==> src/rtl/dcache_pkg.sv <==
// Shared types for the direct-mapped write-through data cache: FSM states and
// the default cache line layout.
package dcache_pkg;

  typedef enum logic [1:0] {
    IDLE   = 2'd0,
    REFILL = 2'd1,
    WRITE  = 2'd2
  } state_t;

  localparam int DEF_WIDTH_MEM  = 4;
  localparam int DEF_WIDTH_IDX  = 2;
  localparam int DEF_WIDTH_DATA = 32;

  // Line layout for the default geometry; the top builds the same shape from its own parameters.
  typedef struct packed {
    logic                                   valid;
    logic [DEF_WIDTH_MEM-DEF_WIDTH_IDX-1:0] tag;
    logic [DEF_WIDTH_DATA-1:0]              data;
  } line_t;

endpackage

==> src/rtl/dcache_array.sv <==
// Line storage for the dcache: one combinational read port, one write port.
// Only the valid bits are cleared by reset; tag and data are plain storage.
module dcache_array
  import dcache_pkg::*;
#(
  parameter int  WIDTH_IDX = DEF_WIDTH_IDX,
  parameter type cline_t   = line_t
) (
  input  logic                 clk,
  input  logic                 rst_n,
  input  logic [WIDTH_IDX-1:0] rd_idx,
  output cline_t               rd_line,
  input  logic                 wr_en,
  input  logic [WIDTH_IDX-1:0] wr_idx,
  input  cline_t               wr_line
);

  localparam int LINES = 1 << WIDTH_IDX;

  logic   valid_reg [LINES];
  cline_t line_mem  [LINES];

  always_ff @(posedge clk or negedge rst_n) begin
    if (!rst_n) begin
      for (int i = 0; i < LINES; i++) valid_reg[i] <= 1'b0;
    end else if (wr_en) begin
      valid_reg[wr_idx] <= wr_line.valid;
    end
  end

  always_ff @(posedge clk) begin
    if (wr_en) line_mem[wr_idx] <= wr_line;
  end

  // The valid field kept in line_mem is stale after a reset, so the flop copy overrides it.
  always_comb begin
    rd_line       = line_mem[rd_idx];
    rd_line.valid = valid_reg[rd_idx];
  end

endmodule

==> src/rtl/dcache.sv <==
// Blocking direct-mapped write-through data cache. Loads answer one cycle
// later; misses and requests during a memory transaction are nacked.
module dcache
  import dcache_pkg::*;
#(
  parameter int WIDTH_MEM  = DEF_WIDTH_MEM,
  parameter int WIDTH_IDX  = DEF_WIDTH_IDX,
  parameter int WIDTH_DATA = DEF_WIDTH_DATA
) (
  input  logic                  i_clk,
  input  logic                  i_rst_n,
  input  logic [WIDTH_MEM-1:0]  i_addr,
  input  logic [WIDTH_DATA-1:0] i_data,
  input  logic                  i_re,
  input  logic                  i_we,
  input  logic                  i_kill,
  output logic                  o_val,
  output logic                  o_nack,
  output logic [WIDTH_DATA-1:0] o_data,
  output logic                  o_mem_req,
  output logic                  o_mem_we,
  output logic [WIDTH_MEM-1:0]  o_mem_addr,
  output logic [WIDTH_DATA-1:0] o_mem_data,
  input  logic [WIDTH_DATA-1:0] i_mem_data,
  input  logic                  i_mem_ack
);

  localparam int WIDTH_TAG = WIDTH_MEM - WIDTH_IDX;

  typedef struct packed {
    logic                  valid;
    logic [WIDTH_TAG-1:0]  tag;
    logic [WIDTH_DATA-1:0] data;
  } cline_t;

  state_t               state;
  cline_t               rd_line;
  cline_t               wr_line;
  logic                 wr_en;
  logic [WIDTH_IDX-1:0] wr_idx;
  logic                 req;
  logic                 hit;
  logic                 mem_done;
  logic [WIDTH_IDX-1:0] idx;
  logic [WIDTH_TAG-1:0] tag;

  assign idx      = i_addr[WIDTH_IDX-1:0];
  assign tag      = i_addr[WIDTH_MEM-1:WIDTH_IDX];
  assign req      = (i_re | i_we) & ~i_kill;
  assign hit      = rd_line.valid && (rd_line.tag == tag);
  // An ack only counts while a request is actually on the bus.
  assign mem_done = o_mem_req & i_mem_ack;

  dcache_array #(
    .WIDTH_IDX (WIDTH_IDX),
    .cline_t   (cline_t)
  ) u_array (
    .clk     (i_clk),
    .rst_n   (i_rst_n),
    .rd_idx  (idx),
    .rd_line (rd_line),
    .wr_en   (wr_en),
    .wr_idx  (wr_idx),
    .wr_line (wr_line)
  );

  // Store hits update the line in place; refills install the fetched word at the captured address.
  always_comb begin
    wr_en   = 1'b0;
    wr_idx  = idx;
    wr_line = '{valid: 1'b1, tag: tag, data: i_data};
    if (state == IDLE && req && i_we && hit) begin
      wr_en = 1'b1;
    end else if (state == REFILL && mem_done) begin
      wr_en        = 1'b1;
      wr_idx       = o_mem_addr[WIDTH_IDX-1:0];
      wr_line.tag  = o_mem_addr[WIDTH_MEM-1:WIDTH_IDX];
      wr_line.data = i_mem_data;
    end
  end

  always_ff @(posedge i_clk or negedge i_rst_n) begin
    if (!i_rst_n) begin
      state      <= IDLE;
      o_val      <= 1'b0;
      o_nack     <= 1'b0;
      o_data     <= '0;
      o_mem_req  <= 1'b0;
      o_mem_we   <= 1'b0;
      o_mem_addr <= '0;
      o_mem_data <= '0;
    end else begin
      o_val  <= req;
      o_nack <= 1'b0;
      o_data <= '0;
      case (state)
        IDLE: begin
          if (req && i_we) begin
            o_mem_req  <= 1'b1;
            o_mem_we   <= 1'b1;
            o_mem_addr <= i_addr;
            o_mem_data <= i_data;
            state      <= WRITE;
          end else if (req && hit) begin
            o_data <= rd_line.data;
          end else if (req) begin
            o_nack     <= 1'b1;
            o_mem_req  <= 1'b1;
            o_mem_we   <= 1'b0;
            o_mem_addr <= i_addr;
            state      <= REFILL;
          end
        end
        REFILL, WRITE: begin
          o_nack <= req;
          if (mem_done) begin
            o_mem_req <= 1'b0;
            state     <= IDLE;
          end
        end
        default: state <= IDLE;
      endcase
    end
  end

endmodule

==> config.mk <==
export PLATFORM = sky130hd
export DESIGN_NAME = dcache
export DESIGN_NICKNAME = d
export VERILOG_FILES = /design/src/rtl/dcache_pkg.sv /design/src/rtl/dcache_array.sv /design/src/rtl/dcache.sv
export SDC_FILE = /design/constraint.sdc
export NUM_CORES = 1
export LEC_CHECK = 0
export CAP_MARGIN = 30
export CORE_MARGIN = 1
export CORE_UTILIZATION = 40
export CTS_CLUSTER_SIZE = 40
export DETAILED_ROUTE_END_ITERATION = 10
export RECOVER_POWER = 50
export SYNTH_ARGS = -nofsm -noshare
export SYNTH_HDL_FRONTEND = slang
export SYNTH_HIERARCHICAL = 1
export SYNTH_SLANG_ARGS = --single-unit
==> constraint.sdc <==
create_clock -name i_clk -period 10.6 [get_ports i_clk]
set_clock_uncertainty 0.1 [all_clocks]
set_input_delay 2.12 -clock i_clk [delete_from_list [all_inputs] [get_ports i_clk]]
set_output_delay 2.12 -clock i_clk [all_outputs]
set_load 0.05 [all_outputs]
==> results.md <==
Global route:
- The via count of the first global-routing pass is 4,605.
- The pin count of the biggest net entering global routing is 43.
- Global routing used 15.3% of the available tracks.
- The first global-routing pass estimated 25,600 um of wire.
- After global routing the overflow that remains totals 0.
- The number of antenna violations at the first check in global routing is 0.

STA:
- The transition time at the pin with the least slew margin is between 3 and 4 ns.
- Setup repair after global routing left no endpoint under its margin.
- The number of max-slew violations in the final report came to 155.
- The minimum setup slack in the final design is 3.09 ns.
- The worst slew margin relative to its limit is -103%.
- The total negative slack for setup checks is 0 ns.
- The share of the clock period used by the worst path after layout is a little over 70%.
- Static timing analysis puts the maximum clock frequency at 0.133 GHz.
- The smallest clock period supported by the final layout is computed as between 7 and 8 ns.
- The final-report setup violation count is 0.
- The final count of hold timing violations was 0.

Detailed routing:
- The via count normalized by instance count is 4.95.
- Summed over all layers, the routed wires come to 16,000 um.
- After the first detailed-routing iteration, the DRC count stood at about 270.
- The routed layout has 4,269 vias.
- In this run the remaining antenna-violating nets after routing total 0.
- The count of unresolved DRC violations after routing is 0.
- After detailed routing, the average wire length per cell comes to 18.5 um.
- Before antenna repair, the detailed router went through 4 iterations.

Power and ir drop:
- In this run, the clock network consumes a little under a third of the power.
- The static leakage power is 4.09 nW.
- Across the VDD grid, the largest voltage drop is 0.161 mV.
- The proportion of power drawn by combinational gates is between 20% and 30%.
- The analysis attributes to net switching a power of 803 uW.
- The internal power of the cells is 1.72 mW.
- The switching part of the total is 31.8%.
- Per report_power, the sequential group accounts for 42.0% of the total.
- Dividing total power by cell area gives a power density of 234 nW/um^2.

Place:
- The post-placement worst setup slack is 4.06 ns.
- In this run the tool buffered the top-level ports with 145 buffer cells.
- The final weighted congestion of routability-driven global placement is between 0.7 and 0.8.
- Detailed placement finished with a half-perimeter wire length of 10,000 um.

Synthesis:
- The xor and xnor area share after synthesis is 0.294%.
- After synthesis, the share of flip-flops with an asynchronous set or reset is a little over a third.
- The fraction of synthesized area in multiplexers is 20.9%.
- After synthesis, the largest family of logic cells by area is multiplexers.
- The number of warnings issued by yosys is 6.
- The number of enable flip-flop cells after synthesis is between 100 and 150.
- Summing the sequential cell areas from Yosys gives 70.9% of the chip area.
- The number of unique standard cell types used by synthesis is 39.
- Dividing the synthesized area by the synthesized cell count gives 20.4 sq um.
- The fraction of the mapped netlist area in compound gates is 1.16%.
- The proportion of netlist area held by the largest area contributor is roughly 48%.
- In the synthesized netlist the dominant register cell turns out to be edfxtp_1.
- The biggest area consumer among synthesized cells is edfxtp_1.
- After synthesis, the cell types taking the most area are edfxtp_1 (48%), dfrtp_1 (23%), mux4_2 (7.9%), mux2_2 (6.1%), mux2_4 (5.3%).
- After Yosys synthesis, and, or, nand and nor cells account for 3.87% of the synthesized area.
- Synthesis inferred approximately 210 register bits.
- The adder-cell share of the synthesized area is 0.441%.
- The cell area after synthesis is 8510 sq um.
- The cell count after synthesis came out at around 420.

Layout:
- The largest registers in the layout are u_array/line_mem x136, o_data x32, o_mem_data x32.
- The number of antenna diodes in the final layout is 0.
- The layout cell share with drive strength beyond 1 is 24.3%.
- The register with the most flip-flops in the layout has 136 of them.
- u_array/line_mem holds more flip-flops than any other register.
- Relative to the synthesized area, the layout overhead comes to 27.1%.
- The number of nets in the finished design is about 660.

Critical path:
- The critical path endpoint category is a register.
- The kind of launch point of the worst setup path is an input port.
- The maximum fanout along the worst path is 37.
- The end point of the critical path is u_array/line_mem[2][21].
- The source of the worst register-to-register timing path is state[0].
- The required time of the critical path is around 11 ns.
- The flop-to-flop setup slack is roughly 6.2 ns.
- The cell count of the worst reg-to-reg path is 7.
- The classification of the worst setup path is input port to register.
- The data arrival time of the worst path is ~7.5 ns.
- The endpoint identified for the worst register-to-register timing path is u_array/valid_reg[0].
- The launching instance or port of the critical path is i_addr[0].

Clocking:
- The clock reaches the later pin of the worst-skew pair after about 0.49 ns.
- The number of levels the H-tree was split into is 1.
- The CTS buffer count is 23.
- The number of buffers added to fix hold violations after cts is 0.
- The quantity of gates resized following cts is 0.
- Counting along the longest clock path gives a buffer depth of 3.
- The register clock-pin slew on the reported worst setup and hold paths is 0.06 ns.
- The number of setup buffers added after CTS is 0.
- TritonCTS built the clock tree.
- For this design, the sink count on the clock tree is 214.
- The tree is rooted in a clkbuf_16.

Die:
- Once the floorplan was initialized, standard cells occupied 41.4% of the core.
- The cell row count is 52.
- The placeable core area is ~20,000 sq um.
- The number of I/O pins is about 150.
- The die covers 21,900 sq um.
- The height of the die is around 150 um.
- From left edge to right edge, the die measures 148 um.

Job:
- The count of max-cap constraint violations is 4.

Outcome:
- The final reports fail on max-capacitance violations, max-slew violations.
- The flow ran to the end, but the final reports show violations.

Worst hold path:
- The worst hold path class is register to register.
- The instance count along the most critical hold path is 1.
- The worst hold path startpoint is o_mem_data[31].
cells in the mapped netlist, drive strengths merged (2+ instances only):
master / number
a21oi: 3
nor3: 2
o41ai: 2
inv: 6
ha: 3
nor3b: 2
buf: 16
dfrtp: 78
edfxtp: 136
nand2: 2
mux4: 35
nand3b: 2
and2: 32
mux2: 76
o21ai: 4
xor2: 2
clkbuf: 2
layout make-up:
cell class,count,area [sq um]
Fill cell,1692,9750
Sequential cell,214,6040
Multi-Input combinational cell,182,2230
Timing Repair Buffer,151,1470
Clock buffer,24,579
Tap cell,270,338
Clock inverter,16,146
Inverter,6,22.5
worst min-delay path by stage:
stage | to | slack (ns)
after global placement | o_mem_data[20] | 0.39
after CTS | o_mem_data[9] | 0.41
after global routing | o_mem_data[26] | 0.42
after detailed placement | o_mem_data[9] | 0.39
final | o_mem_data[31] | 0.40
after floorplan | u_array/valid_reg[1] | 0.37
cell families (layout without fill, tap and decap cells):
logic type / Yosys count / after routing
and+or+nand+nor: 47 / 47
AOI/OAI and AO/OA: 15 / 15
muxes: 111 / 111
xor gates and xnor gates: 2 / 2
other: 1 / 4
buffers and inverters: 24 / 197
adders and majority gates: 3 / 3
DFF: 214 / 214
critical path, stage by stage:
cell and delay (ns):
buf_2 0.08, clkbuf_1 2.13, mux4_2 0.73, xor2_1 0.31
nor4_1 0.13, nor2_4 0.63, mux2_2 0.45, nand3b_1 0.22
inv_2 0.66
layout by cell type (no fill, tap or decap), types with 3 or more instances in the layout:
cell type and n:
ha_1 3, and2_1 10, a21oi_1 3, clkbuf_1 6, dlygate4sd3_1 73, clkinv_2 3, o21ai_0 4, inv_1 5
mux2_4 22, edfxtp_1 136, clkinv_1 4, mux4_1 5, mux4_2 30, mux2_1 8, mux2_2 46, conb_1 4
dfrtp_1 78, and2_0 22, clkbuf_16 23, clkdlybuf4s50_1 69, clkinvlp_4 4
metal layers:
metal	wire length, um	vias up	GRT usage (%)	share of wire (%)
met5	0	-	0	0
li1	-	1931	-	-
met2	7720	136	25.2	48
met1	7020	2181	21.1	44
met3	921	21	2.84	5.8
met4	295	0	3.71	1.8
through the flow:
stage / total power [mW] / util, % / hold slack, ns / std cells / cell area, sq um
after floorplan: 1.58 / - / 0.371 / 420 / 8520
after global placement: 1.82 / 49.4 / 0.387 / 821 / 10200
after global routing: 2.64 / 52.6 / 0.419 / 863 / 10800
after CTS: 2.60 / 53.1 / 0.405 / 863 / 10900
final: 2.53 / 52.6 / 0.395 / 863 / 10800
after detailed placement: 1.83 / 49.6 / 0.391 / 823 / 10200
power groups by stage:
stage | Clock, mW | Combinational, mW | Sequential [mW]
floorplan | 0 | 0.232 | 1.35
global placement | 0 | 0.740 | 1.08
detailed placement | 0 | 0.747 | 1.08
CTS | 0.782 | 0.750 | 1.07
global route | 0.813 | 0.746 | 1.08
finish | 0.759 | 0.706 | 1.06
Power figures use the tool's default switching activity.
